**src/rtl/mem_port_arbiter_pkg.sv**
```systemverilog
// Shared types and constants for the instruction-fetch / load-store memory
// port arbiter.
package mem_port_arbiter_pkg;

  // Byte address width shared with the rest of the core.
  localparam int byte_addr_p = 16;

  // Width of the LS-streak counter; starve_lim_p must fit in it.
  localparam int streak_w_p = 4;

  typedef enum logic [1:0] {
    ARB_IDLE  = 2'd0,
    ARB_ISSUE = 2'd1,
    ARB_WAIT  = 2'd2,
    ARB_RESP  = 2'd3
  } t_arb_state;

  typedef enum logic {
    OWN_IF = 1'b0,
    OWN_LS = 1'b1
  } t_arb_owner;

  // Saturating increment used by the starvation guard.
  function automatic logic [streak_w_p-1:0] sat_inc(
    input logic [streak_w_p-1:0] val,
    input logic [streak_w_p-1:0] lim
  );
    logic [streak_w_p-1:0] res;
    if (val >= lim) begin
      res = lim;
    end else begin
      res = val + {{(streak_w_p-1){1'b0}}, 1'b1};
    end
    return res;
  endfunction

endpackage

```
**src/rtl/mem_port_arbiter_prio.sv**
```systemverilog
// Winner selection between fetch and load/store, with a saturating counter of
// consecutive LS grants made while fetch was waiting. Once the counter reaches
// the limit, a waiting fetch is forced through ahead of LS.
module arb_prio_select
  import mem_port_arbiter_pkg::*;
#(
  parameter int starve_lim_p = 4
) (
  input  logic       clk_i,
  input  logic       rst_i,
  input  logic       if_req_i,
  input  logic       ls_req_i,
  input  logic       accept_i,
  output t_arb_owner winner_o
);

  localparam logic [streak_w_p-1:0] lim_c = streak_w_p'(starve_lim_p);

  logic [streak_w_p-1:0] streak_q;
  logic [streak_w_p-1:0] streak_d;
  t_arb_owner            winner_s;

  // Pick the winner: LS unless fetch is waiting and has been starved long enough.
  always_comb begin
    winner_s = OWN_IF;
    if (ls_req_i && !(if_req_i && (streak_q == lim_c))) begin
      winner_s = OWN_LS;
    end else begin
      winner_s = OWN_IF;
    end
  end

  // Streak update on an accepted grant: clear on fetch, count LS while fetch waits.
  always_comb begin
    streak_d = streak_q;
    if (accept_i) begin
      if (winner_s == OWN_IF) begin
        streak_d = {streak_w_p{1'b0}};
      end else if (if_req_i) begin
        streak_d = sat_inc(streak_q, lim_c);
      end else begin
        streak_d = streak_q;
      end
    end else begin
      streak_d = streak_q;
    end
  end

  // Streak counter register.
  always_ff @(posedge clk_i or posedge rst_i) begin
    if (rst_i) begin
      streak_q <= {streak_w_p{1'b0}};
    end else begin
      streak_q <= streak_d;
    end
  end

  assign winner_o = winner_s;

endmodule

```
**src/rtl/mem_port_arbiter.sv**
```systemverilog
// Shares one single-ported, fixed-latency memory between instruction fetch
// (read-only) and load/store. One transaction is in flight at a time.
module mem_port_arbiter
  import mem_port_arbiter_pkg::*;
#(
  parameter int mem_lat_p    = 2,
  parameter int starve_lim_p = 4
) (
  input  logic                   clk_i,
  input  logic                   rst_i,
  input  logic                   if_req_i,
  input  logic [byte_addr_p-1:0] if_addr_i,
  output logic                   if_gnt_o,
  output logic                   if_rvalid_o,
  output logic [31:0]            if_rdata_o,
  input  logic                   ls_req_i,
  input  logic                   ls_we_i,
  input  logic [byte_addr_p-1:0] ls_addr_i,
  input  logic [31:0]            ls_wdata_i,
  output logic                   ls_gnt_o,
  output logic                   ls_rvalid_o,
  output logic [31:0]            ls_rdata_o,
  output logic [byte_addr_p-1:0] addr_o,
  output logic                   wr_en_o,
  output logic                   rd_en_o,
  output logic [31:0]            mem_data_o,
  input  logic [31:0]            mem_data_i,
  output logic                   busy_o
);

  localparam logic [2:0] lat_c = 3'(mem_lat_p);

  t_arb_state             state_q, state_d;
  t_arb_owner             owner_q, owner_d;
  logic                   we_q, we_d;
  logic [byte_addr_p-1:0] addr_q, addr_d;
  logic [31:0]            wdata_q, wdata_d;
  logic [2:0]             cnt_q, cnt_d;
  logic [31:0]            if_rdata_q, if_rdata_d;
  logic [31:0]            ls_rdata_q, ls_rdata_d;
  logic                   accept_s;
  t_arb_owner             winner_s;

  assign accept_s = (state_q == ARB_IDLE) && (if_req_i || ls_req_i);

  arb_prio_select #(
    .starve_lim_p(starve_lim_p)
  ) u_prio (
    .clk_i   (clk_i),
    .rst_i   (rst_i),
    .if_req_i(if_req_i),
    .ls_req_i(ls_req_i),
    .accept_i(accept_s),
    .winner_o(winner_s)
  );

  // Next-state logic: arbitrate in idle, issue for one cycle, wait out the latency, respond.
  always_comb begin
    state_d    = state_q;
    owner_d    = owner_q;
    we_d       = we_q;
    addr_d     = addr_q;
    wdata_d    = wdata_q;
    cnt_d      = cnt_q;
    if_rdata_d = if_rdata_q;
    ls_rdata_d = ls_rdata_q;
    case (state_q)
      ARB_IDLE: begin
        if (accept_s) begin
          owner_d = winner_s;
          state_d = ARB_ISSUE;
          if (winner_s == OWN_LS) begin
            we_d    = ls_we_i;
            addr_d  = ls_addr_i;
            wdata_d = ls_wdata_i;
          end else begin
            // Fetch is always a read; write data is left as it was.
            we_d   = 1'b0;
            addr_d = if_addr_i;
          end
        end else begin
          state_d = ARB_IDLE;
        end
      end
      ARB_ISSUE: begin
        if (we_q) begin
          state_d = ARB_IDLE;
        end else begin
          cnt_d   = lat_c;
          state_d = ARB_WAIT;
        end
      end
      ARB_WAIT: begin
        if (cnt_q == 3'd1) begin
          state_d = ARB_RESP;
          if (owner_q == OWN_IF) begin
            if_rdata_d = mem_data_i;
          end else begin
            ls_rdata_d = mem_data_i;
          end
        end else begin
          cnt_d = cnt_q - 3'd1;
        end
      end
      ARB_RESP: begin
        state_d = ARB_IDLE;
      end
      default: begin
        state_d = ARB_IDLE;
      end
    endcase
  end

  // State, transaction and read-data registers; reset drops any transaction in flight.
  always_ff @(posedge clk_i or posedge rst_i) begin
    if (rst_i) begin
      state_q    <= ARB_IDLE;
      owner_q    <= OWN_IF;
      we_q       <= 1'b0;
      addr_q     <= {byte_addr_p{1'b0}};
      wdata_q    <= 32'h0000_0000;
      cnt_q      <= 3'd0;
      if_rdata_q <= 32'h0000_0000;
      ls_rdata_q <= 32'h0000_0000;
    end else begin
      state_q    <= state_d;
      owner_q    <= owner_d;
      we_q       <= we_d;
      addr_q     <= addr_d;
      wdata_q    <= wdata_d;
      cnt_q      <= cnt_d;
      if_rdata_q <= if_rdata_d;
      ls_rdata_q <= ls_rdata_d;
    end
  end

  // Strobes, grants and valids are pure decodes of the state and owner registers.
  assign rd_en_o     = (state_q == ARB_ISSUE) && !we_q;
  assign wr_en_o     = (state_q == ARB_ISSUE) && we_q;
  assign if_gnt_o    = (state_q == ARB_ISSUE) && (owner_q == OWN_IF);
  assign ls_gnt_o    = (state_q == ARB_ISSUE) && (owner_q == OWN_LS);
  assign if_rvalid_o = (state_q == ARB_RESP) && (owner_q == OWN_IF);
  assign ls_rvalid_o = (state_q == ARB_RESP) && (owner_q == OWN_LS);
  assign busy_o      = (state_q != ARB_IDLE);
  assign addr_o      = addr_q;
  assign mem_data_o  = wdata_q;
  assign if_rdata_o  = if_rdata_q;
  assign ls_rdata_o  = ls_rdata_q;

endmodule

```
**config.mk**
```make
export PLATFORM = sky130hd
export DESIGN_NAME = mem_port_arbiter
export DESIGN_NICKNAME = d
export VERILOG_FILES = /design/src/rtl/mem_port_arbiter_pkg.sv /design/src/rtl/mem_port_arbiter_prio.sv /design/src/rtl/mem_port_arbiter.sv
export SDC_FILE = /design/constraint.sdc
export NUM_CORES = 1
export LEC_CHECK = 0
export BUFFER_PORTS_ARGS = -buffer_cell sky130_fd_sc_hd__buf_2
export CORE_ASPECT_RATIO = 1.2
export CORE_UTILIZATION = 51
export CTS_BUF_LIST = sky130_fd_sc_hd__clkbuf_4 sky130_fd_sc_hd__clkbuf_8 sky130_fd_sc_hd__clkbuf_16
export DETAILED_ROUTE_END_ITERATION = 10
export PLACE_DENSITY_LB_ADDON = 0.1
export SLEW_MARGIN = 20
export SYNTH_ARGS = -nofsm -noshare
export SYNTH_HDL_FRONTEND = slang
export SYNTH_HIERARCHICAL = 1
export SYNTH_SLANG_ARGS = --single-unit
```
**constraint.sdc**
```tcl
create_clock -name clk_i -period 8.74 [get_ports clk_i]
set_input_delay 0.437 -clock clk_i [delete_from_list [all_inputs] [get_ports clk_i]]
set_output_delay 0.437 -clock clk_i [all_outputs]
set_load 0.05 [all_outputs]
```
# Word level (Yosys, flattened, before mapping)
# Cells that the tools add are included.
word_totals:
  latchBits: 0
  regBits: 123
  output_inout_bits: 119
  ram_bits: 0
  romBits: 0
  memories: 0
classes:
  n_reduce_logical: 21
  add_sub_neg: 2
  muxes: 13
  magnitude_cmp: 1
  shifts: 0
  multipliers: 0
  n_div: 0
  n_eq_ne: 9
  n_bitwise: 1
op_table:
  columns: ["op", "n"]
  rows:
  - ["16-bit 2-to-1 mux", 1]
  - ["4-bit 2-to-1 mux", 3]
  - ["3-bit AND reduction", 4]
  - ["1-bit logical AND", 9]
  - ["2-bit != test (second input constant)", 4]
  - ["2-bit case mux with 4 select lines", 1]
  - ["3-bit 2-to-1 mux", 2]
  - ["3-bit case mux with 2 select lines", 1]
  - ["4-bit by 1-bit adder with 4-bit output (second input constant)", 1]
  - ["2-bit == test (second input constant)", 2]
  - ["4-bit by 3-bit == test with 1-bit output (second input constant)", 1]
  - ["4-bit by 3-bit greater-or-equal comparator with 1-bit output (second input constant)", 1]
  - ["2-bit 2-to-1 mux", 2]
  - ["2-bit AND reduction", 2]
  - ["2-bit nonzero test", 2]
  - ["3-bit by 1-bit == test with 1-bit output (second input constant)", 1]
  - ["1-bit 2-to-1 mux", 3]
  - ["3-bit by 1-bit subtractor with 3-bit output (second input constant)", 1]
  - ["2-bit by 1-bit == test with 1-bit output (second input constant)", 1]
  - ["1-bit logical NOT", 2]
  - ["2-bit logical NOT", 1]
  - ["1-bit logical OR", 1]
  - ["1-bit NOT", 1]

# Depth between registers and ports, before layout
# Gate-level depths: netlist of run 1.
depth:
  word_depth: 7
  depth_mapped: 9
  ltp_nobuf: 7

# Hierarchy
# Netlist of run 1, hierarchy kept.
modules_own_cells:
  columns: ["module", "cells_per_inst", "area_each_um2", "n_inst", "seq_area_each_um2"]
  rows:
  - ["mem_port_arbiter", 326, 4874.7, 1, 2977.9]
  - ["arb_prio_select", 23, 234.0, 1, 100.1]

# Worst setup path after synthesis of run 1
# Ideal clock, no wire load.
synth_timing:
  kind: "register -> output"
  startpoint: "register (tool-made name)"
  endpoint: "output if_gnt_o"
  t_required_ps: 8303
  stages_incl_launch_ff: 4
  path_buffers: 1
  t_arrival_ps: 1381
  setup_slack_ps: 6922
  path_cell_list: "dfrtp_1 buf_2 nand2b_1 nor2_1"
synth_rtl:
  columns: ["item", "line", "rtl"]
  rows:
  - ["to (decl)", "mem_port_arbiter.sv:13", "output logic if_gnt_o,"]

# Worst setup path in the final report of run 1
layout_timing:
  startpoint: "register u_prio.streak_q[0]"
  endpoint: "register wdata_q[20], in the netlist mem_data_o[20]"
layout_via:
  elab_chain_len: 6
layout_lines:
  columns: ["item", "line", "rtl"]
  rows:
  - ["from (decl)", "mem_port_arbiter_prio.sv:19", "logic [streak_w_p-1:0] streak_q;"]
  - ["from (signal assigned)", "mem_port_arbiter_prio.sv:52", "streak_q <= {streak_w_p{1'b0}};"]
  - ["from (signal assigned)", "mem_port_arbiter_prio.sv:54", "streak_q <= streak_d;"]
  - ["4-bit by 3-bit == test with 1-bit output", "mem_port_arbiter_prio.sv:26", "if (ls_req_i && !(if_req_i && (streak_q == lim_c))) begin"]
  - ["1-bit logical AND", "mem_port_arbiter_prio.sv:26", null]
  - ["1-bit logical NOT", "mem_port_arbiter_prio.sv:26", null]
  - ["1-bit logical AND", "mem_port_arbiter_prio.sv:26", null]
  - ["1-bit 2-to-1 mux", "mem_port_arbiter_prio.sv:26", null]
  - ["net winner_s", "mem_port_arbiter.sv:42", "t_arb_owner winner_s;"]
  - ["3-bit AND reduction (no line)", null, null]
  - ["to (signal assigned)", "mem_port_arbiter.sv:130", "wdata_q <= wdata_d;"]
  - ["to (decl)", "mem_port_arbiter.sv:37", "logic [31:0] wdata_q, wdata_d;"]
# The timed path passes the listed nets, and every way through them passes these cells.
# A chain may end at the register's enable or synchronous reset.

==> results of run 1 <==
metrics by stage:
stage	setup slack, ps	hold WS [ps]	utilization	instances
floorplan	5146	203.1	-	349
global placement	5885	353.1	0.6527	676
detailed placement	5766	358.4	0.6527	676
CTS	5741	245.6	0.7173	708
global route	5569	245.2	0.7173	708
finish	5761	254.8	0.7173	708
registers in the layout, summed over array words and instances (netlist names), named ones only:
register / flops
if_rdata_o: 32
ls_rdata_o: 32
mem_data_o: 32
addr_o: 16
u_prio/streak_q: 4
cnt_q: 3
owner_q: 1
state_q: 1
we_q: 1
final cells by class:
| class | count | area, µm² |
|---|---|---|
| Fill cell | 702 | 2718 |
| Timing Repair Buffer | 223 | 1129 |
| Tap cell | 123 | 153.9 |
| Sequential cell | 123 | 3078 |
| Clock inverter | 11 | 143.9 |
| Multi-Input combinational cell | 196 | 1877 |
| Inverter | 12 | 47.55 |
| Clock buffer | 20 | 466.7 |
worst register-to-register path: cells and delay by family (launching register included):
kind                     cells  cell delay [ps]
buffers and inverters        2              700
AND/OR/NAND/NOR              3             1040
flip-flops                   1              360
adder cells (fa/ha/maj)      1              200
multiplexers                 1              570
cells in the mapped netlist:
library cell | n | share of area
mux2_2 | 64 | 0.14
inv_1 | 12 | 0.0088
o31ai_1 | 1 | 0.0015
mux2_1 | 2 | 0.0044
nand2_1 | 4 | 0.0029
ha_1 | 4 | 0.0098
o22ai_1 | 2 | 0.0024
clkbuf_1 | 4 | 0.0029
or2_2 | 2 | 0.0024
a31oi_1 | 1 | 0.0012
nor3b_2 | 1 | 0.0024
nor3_1 | 3 | 0.0029
nand3_1 | 1 | 0.00098
or3_1 | 2 | 0.0024
nor2b_1 | 2 | 0.0024
o211ai_1 | 1 | 0.0015
nor2_1 | 7 | 0.0051
buf_6 | 5 | 0.011
nand4b_1 | 1 | 0.0017
nor3_2 | 2 | 0.0039
nand2b_1 | 3 | 0.0037
a21oi_1 | 37 | 0.036
mux2i_1 | 18 | 0.035
o21ai_0 | 2 | 0.0020
buf_2 | 9 | 0.0088
nor2_2 | 1 | 0.0012
dfrtp_1 | 123 | 0.60
nand3_2 | 1 | 0.0020
nand2b_4 | 2 | 0.0054
and2_1 | 1 | 0.0012
mux2_4 | 30 | 0.088
nand3b_1 | 1 | 0.0015
cells by family after synthesis:
| kind of cell | after synthesis |
|---|---|
| flops | 123 |
| mux | 114 |
| compound gates | 44 |
| simple gates | 34 |
| buf+inv | 30 |
| fa+ha+maj | 4 |
routing by layer:
metal / wire length [µm] / global-route usage / up-vias / part of all wire
met3: 927 / 0.08538 / 23 / 0.080
met1: 4597 / 0.2738 / 1750 / 0.40
li1: - / - / 1667 / -
met4: 309 / 0.1056 / 0 / 0.027
met2: 5800 / 0.3887 / 171 / 0.50
met5: 0 / 0 / - / 0
placed cells by master, fill, tap and decap left out, types with 3 or more instances in the layout:
| master | synthesis | routed |
|---|---|---|
| mux2_4 | 30 | 30 |
| nor2_1 | 7 | 7 |
| nor3_1 | 3 | 3 |
| clkinv_2 | 0 | 3 |
| buf_4 | 0 | 3 |
| nand2_1 | 4 | 4 |
| clkbuf_16 | 0 | 17 |
| clkbuf_8 | 0 | 3 |
| mux2i_1 | 18 | 18 |
| nand2b_1 | 3 | 3 |
| clkinvlp_4 | 0 | 4 |
| dfrtp_1 | 123 | 123 |
| inv_1 | 12 | 11 |
| ha_1 | 4 | 4 |
| a21oi_1 | 37 | 37 |
| mux2_2 | 64 | 64 |
| bufinv_16 | 0 | 3 |
| buf_2 | 9 | 219 |
path summary, 6_finish.rpt:
check / start / endpoint / slack (ps) / cells after the start
worst max-delay path: u_prio/streak_q[0] / mem_data_o[20] / 5760 / 7
worst min-delay path: ls_wdata_i[26] / mem_data_o[26] / 250 / 2
worst max register to register: u_prio/streak_q[0] / mem_data_o[20] / 5760 / 7
worst min register to register: if_rdata_o[25] / if_rdata_o[25] / 480 / 1
max in group asynchronous: rst_i / mem_data_o[0] / 6770 / 4
min in group asynchronous: rst_i / u_prio/streak_q[2] / 490 / 3
==> metrics.txt, run 1 <==
vias per inst=5.100; vias in the first global route=3676; clk_lat worst skew=410 ps; Ys Warns=6; Die Wd=93.37 µm; layout cell share with drive strength beyond 1=0.6120; H-tree levels=4; HPWL Detailed=8241 µm; Mapped Area=0.005109 mm²; Pre-antenna DRT Iters=4; Peak Freq=335.7 MHz; Max Cap Violations=0; Post-Layout Inst Area=0.006895 mm²; clk buf depth=2; CTS Buf Count=17; Worst EP required=9030 ps; relative slew slack=0.2806; # nets final=678; Synth Area in Simple Gates=0.04237; global-route wire length before repair=18290 µm; combinational family with the most area after synthesis=multiplexers; Total Routed Length=11640 µm; worst-path maximum fanout=33; worst slew pin tran=1079 ps; Adder-Cell Fraction of Synth Area=0.009797; post-CTS setup buffer count=0; Synth Net Count=454; DRT iter0 DRCs=97; Mapped Cells=349; Max stage delay on crit path=870 ps; Placement Rows=39; CP max stage cell=nand3_2; DR vias=3611; Starting Density=0.5314; Netlist cell types=32; setup violators final=0; largest net degree at the start of global routing=75; initial antenna violation count=0; Worst path most repeated cell=inv_1; Diodes inserted=0; fin crit share=0.3408; clk_skew=11.59 ps; xor/xnor share of the synthesized area=0; Final Hold Viols=0; unrepaired setup endpoints after global routing=no; clock transition at the registers of the reported paths=50 ps; CP Cell Sequence=inv_1 > ha_1 > nand4b_1 > nand2_1 > inv_1 > nand3_2 > mux2_2; root buffer cell=clkbuf_16; gr ovfl total=0; WL/cell=16.43 µm; Total Neg Setup Slack=0 ps; outcome=complete, no violations; type of origin of the critical path=flop; Final ANT Viol Nets=0; Tmin final=2979 ps; portion of netlist area occupied by mux cells=0.2689; Die Ht=111.6 µm; Total GRT Usage=0.2357; number of hold buffers added after cts=1; RD Place Congestion=0.8497; area of the die=0.01042 mm²; CP Buf/Inv Count=2; CP Class=reg -> reg; fraction of the yosys area taken by sequential cells=0.6025; CORE AREA=0.009613 mm²; WP data arrival=3270 ps; Worst Hold Class=in -> reg; dpl cell area=0.006275 mm²; Synth Area in Compound Gates=0.04482; IO Port Bufs=219; Yosys reg bits=123; I/O pin total=220; CTS tree=done; DRC=0; Critical Path End Type=flop; syn_area_per_cell=14.64 µm²; CP top delay family=simple AND/OR/NAND/NOR gates; Gates resized, CTS repair=0; P&R area growth vs syn=34.97%; max-slew violations=0; CTS sink cnt=123
Power of run 1 is not shown: default switching activity piles up to over one toggle a cycle in this logic, so the estimate is an artifact.
==> run 2, diff against run 1 <==
CORE_UTILIZATION = 48   (was 51)
clock period = 2.94 ns   (was 8.74 ns; I/O delays follow)
==> run 2 against run 1 <==
  * Sequential cell count is the same
  * Maximum frequency grew 27%
  * Design area grew 8.5%
  * Register-to-register slack lost 5200 ps
  * Critical path type unchanged
==> metrics.txt, run 2 (same netlist as run 1, synthesis figures left out) <==
max-slew violations=0; H-tree levels=4; initial antenna violation count=0; Final Hold Viols=0; vias in the first global route=4180; type of origin of the critical path=flop; Placement Rows=40; fin crit share=0.7970; Worst Hold Class=in -> reg; root buffer cell=clkbuf_16; clock transition at the registers of the reported paths=60 ps; CP Cell Sequence=inv_1 > ha_1 > nand2b_1 > or3_2 > mux2_4; CTS tree=done; RD Place Congestion=0.7818; clk buf depth=2; Starting Density=0.5028; outcome=complete, no violations; Peak Freq=426.8 MHz; Total Neg Setup Slack=0 ps; CP max stage cell=or3_2; commonest non-fill, non-tap cell in the layout=buf_2; CTS sink cnt=123; Pre-antenna DRT Iters=6; DR vias=3868; CTS Buf Count=17; # nets final=745; Total Routed Length=12490 µm; unrepaired setup endpoints after global routing=no; DRT iter0 DRCs=91; CORE AREA=0.01016 mm²; setup violators final=0; clk_lat worst skew=400 ps; Critical Path End Type=flop; worst-path maximum fanout=32; Max Cap Violations=0; Die Ht=115.0 µm; vias per inst=4.972; commonest cells after routing, fill and taps aside=219 x buf_2, 123 x dfrtp_1, 65 x dlygate4sd3_1; largest net degree at the start of global routing=63; WP data arrival=2630 ps; FILL cells=709; Max stage delay on crit path=890 ps; CP Class=reg -> reg; Gates resized, CTS repair=0; relative slew slack=0.2963; area of the die=0.01106 mm²; WL/cell=16.06 µm; Diodes inserted=0; gr ovfl total=0; Tmin final=2343 ps; P&R area growth vs syn=46.51%; Total GRT Usage=0.2366; IO Port Bufs=219; Die Wd=96.18 µm; HPWL Detailed=7997 µm; global-route wire length before repair=19600 µm; I/O pin total=220; Worst EP required=3220 ps; clk_skew=5.959 ps; DRC=0; worst slew pin tran=1056 ps; Final ANT Viol Nets=0; layout cell share with drive strength beyond 1=0.5537
## run 2: cell count changes in the layout (fill, tap and decap cells not counted), sizes merged
cell,before,now
dlygate4sd3,1,65
clkinv,4,10
buf,222,225
bufinv,3,0
clkbuf,20,18
inv,12,11
## run 2: metrics by stage
stage | instance area (µm²) | instances | util | hold slack (ps) | worst slack [ps]
finish | 7485 | 778 | 0.7367 | 14.01 | 596.8
global route | 7485 | 778 | 0.7367 | 2.424 | 467.1
CTS | 7485 | 778 | 0.7367 | 0.5617 | 587.3
detailed placement | 6315 | 682 | 0.6216 | 80.25 | 607.9
global placement | 6315 | 682 | 0.6216 | 77.44 | 702.1
floorplan | 5112 | 349 | - | -86.92 | 1197
## run 2: repair_timing
item | CTS | global route
endpoints found under the setup margin | 0 | 0
hold buffers | 65 | 0
endpoints found under the hold margin | 104 | 0
buffers inserted | 0 | 0
## run 2: cell type report
type / instances / area [µm²] / share of cell area
inverters: 12 / 48.80 / 0.006520
clock inverters: 13 / 80.08 / 0.01070
multi-input cells: 196 / 1877 / 0.2508
well taps: 126 / 157.7 / 0.02106
clock buffers: 18 / 439.2 / 0.05868
repair buffers: 290 / 1804 / 0.2411
flip-flops and latches: 123 / 3078 / 0.4112
## run 2: critical path: cells and delay by family (launching register included)
kind / cells / cell delay, ps
adder cells (fa/ha/maj): 1 / 200
AND/OR/NAND/NOR: 2 / 1050
buffers and inverters: 1 / 120
flip-flops: 1 / 360
multiplexers: 1 / 460
## run 2: path summary, 6_finish.rpt
check,start,endpoint,slack [ps],cells past startpoint
worst max-delay path,cnt_q[1],ls_rdata_o[23],600,5
worst min-delay path,mem_data_i[4],ls_rdata_o[4],10,2
worst max register to register,cnt_q[1],ls_rdata_o[23],600,5
worst min register to register,if_rdata_o[25],if_rdata_o[25],480,1
max in group asynchronous,rst_i,ls_rdata_o[14],1830,4
min in group asynchronous,rst_i,u_prio/streak_q[2],220,3
## run 2: per-layer routing
layer	track usage	up-vias	share of wire
met4	0.08259	0	0.013
met5	0	-	0
li1	-	1808	-
met3	0.07341	16	0.075
met2	0.4265	169	0.53
met1	0.2590	1875	0.39
Power of run 2 is left out for the same reason.
==> run 3, diff against run 2 <==
clock period = 2.3 ns   (was 2.94 ns; I/O delays follow)
==> run 3 against run 2 <==
  * Clock-buffer cell count increased by 3
  * Core utilization up 3.1 points
  * Register-to-register slack got worse by 490 ps
==> metrics.txt, run 3 (same netlist as run 1, synthesis figures left out) <==
commonest non-fill, non-tap cell in the layout=buf_2; Critical Path End Type=flop; clk buf depth=2; DRC=0; Final Hold Viols=0; CORE AREA=0.01016 mm²; clock transition at the registers of the reported paths=60 ps; Tmin final=2196 ps; Pre-antenna DRT Iters=4; Die Wd=96.18 µm; FILL cells=652; Worst Hold Class=in -> reg; layout cell share with drive strength beyond 1=0.5433; H-tree levels=4; root buffer cell=clkbuf_16; worst slew pin tran=751.8 ps; Starting Density=0.5028; clk_skew=9.013 ps; Total Neg Setup Slack=0 ps; WL/cell=16.08 µm; Gates resized, CTS repair=0; setup violators final=0; CTS tree=done; Worst EP required=2600 ps; outcome=complete, no violations; CP max stage cell=dlygate4sd3_1; clk_lat worst skew=410 ps; CP Class=reg -> reg; WP data arrival=2490 ps; Peak Freq=455.3 MHz; largest net degree at the start of global routing=62; Diodes inserted=0; Total GRT Usage=0.2340; post-CTS setup buffer count=0; type of origin of the critical path=flop; worst-path maximum fanout=17; P&R area growth vs syn=52.61%; Die Ht=115.0 µm; HPWL Detailed=8206 µm; fin crit share=0.9549; Max stage delay on crit path=570 ps; commonest cells after routing, fill and taps aside=219 x buf_2, 123 x dfrtp_1, 80 x dlygate4sd3_1; Placement Rows=40; DRT iter0 DRCs=124; CTS Buf Count=17; CP Cell Sequence=inv_1 > ha_1 > nand4b_1 > nand2_1 > inv_1 > buf_4 > mux2i_1 > dlygate4sd3_1 > a21oi_1; # nets final=762; Final ANT Viol Nets=0; RD Place Congestion=0.7353; area of the die=0.01106 mm²; global-route wire length before repair=19320 µm; I/O pin total=220; unrepaired setup endpoints after global routing=no; gr ovfl total=0; CTS sink cnt=123; DR vias=4007; initial antenna violation count=0; Max Cap Violations=0; Worst path most repeated cell=inv_1; Total Routed Length=12800 µm; IO Port Bufs=219; max-slew violations=0; vias per inst=5.034; pre-CTS WS=343.2 ps; relative slew slack=0.4988; worst hold stages=3; vias in the first global route=4113; R2R depth=9; setup ws final=103.7 ps
run 3: per-stage QoR:
step	cell area, µm²	std cells	hold slack (ps)	utilization
global route	7796	796	16.89	0.7674
finish	7796	796	15.97	0.7674
global placement	6355	684	37.85	0.6255
detailed placement	6355	684	39.17	0.6255
CTS	7796	796	2.106	0.7674
floorplan	5112	349	-118.9	-
run 3: routing by layer:
metal,track usage,wire [µm],vias up
met3,0.06151,872,22
met4,0.1075,229,0
met1,0.2515,4941,1972
met5,0,0,-
met2,0.4222,6755,171
li1,-,-,1842
run 3: final cells by class:
type | count | area (µm²) | share of cell area
multi-input combinational | 196 | 1877 | 0.2407
tap | 126 | 157.7 | 0.02022
timing repair buffer | 307 | 1994 | 0.2558
clock buffer | 21 | 474.2 | 0.06082
clock inverter | 11 | 166.4 | 0.02134
inverter | 12 | 48.80 | 0.006259
sequential | 123 | 3078 | 0.3948
run 3: critical path, delay by kind of cell, from the launching register on:
kind,cells,cell delay (ps)
buffers and inverters,4,1020
flip-flops,1,360
multiplexers,1,230
adder cells (fa/ha/maj),1,220
AND/OR/NAND/NOR,2,190
AO/OA/AOI/OAI,1,60
run 3: worst paths after layout:
kind                                    startpoint                 end  slack [ps]
worst min-delay path                  ls_addr_i[8]           addr_o[8]          20
worst min register to register      if_rdata_o[24]      if_rdata_o[24]         500
max in group asynchronous                    rst_i      ls_rdata_o[14]        1300
worst max-delay path            u_prio/streak_q[0]          addr_o[11]         100
worst max register to register  u_prio/streak_q[0]          addr_o[11]         100
min in group asynchronous                    rst_i  u_prio/streak_q[2]         150
run 3: repair_timing:
action                                 in CTS  in global routing
hold buffers                               80                  0
endpoints found under the hold margin     228                  0
setup endpoints to repair                   0                  0
Power of run 3 is left out for the same reason.
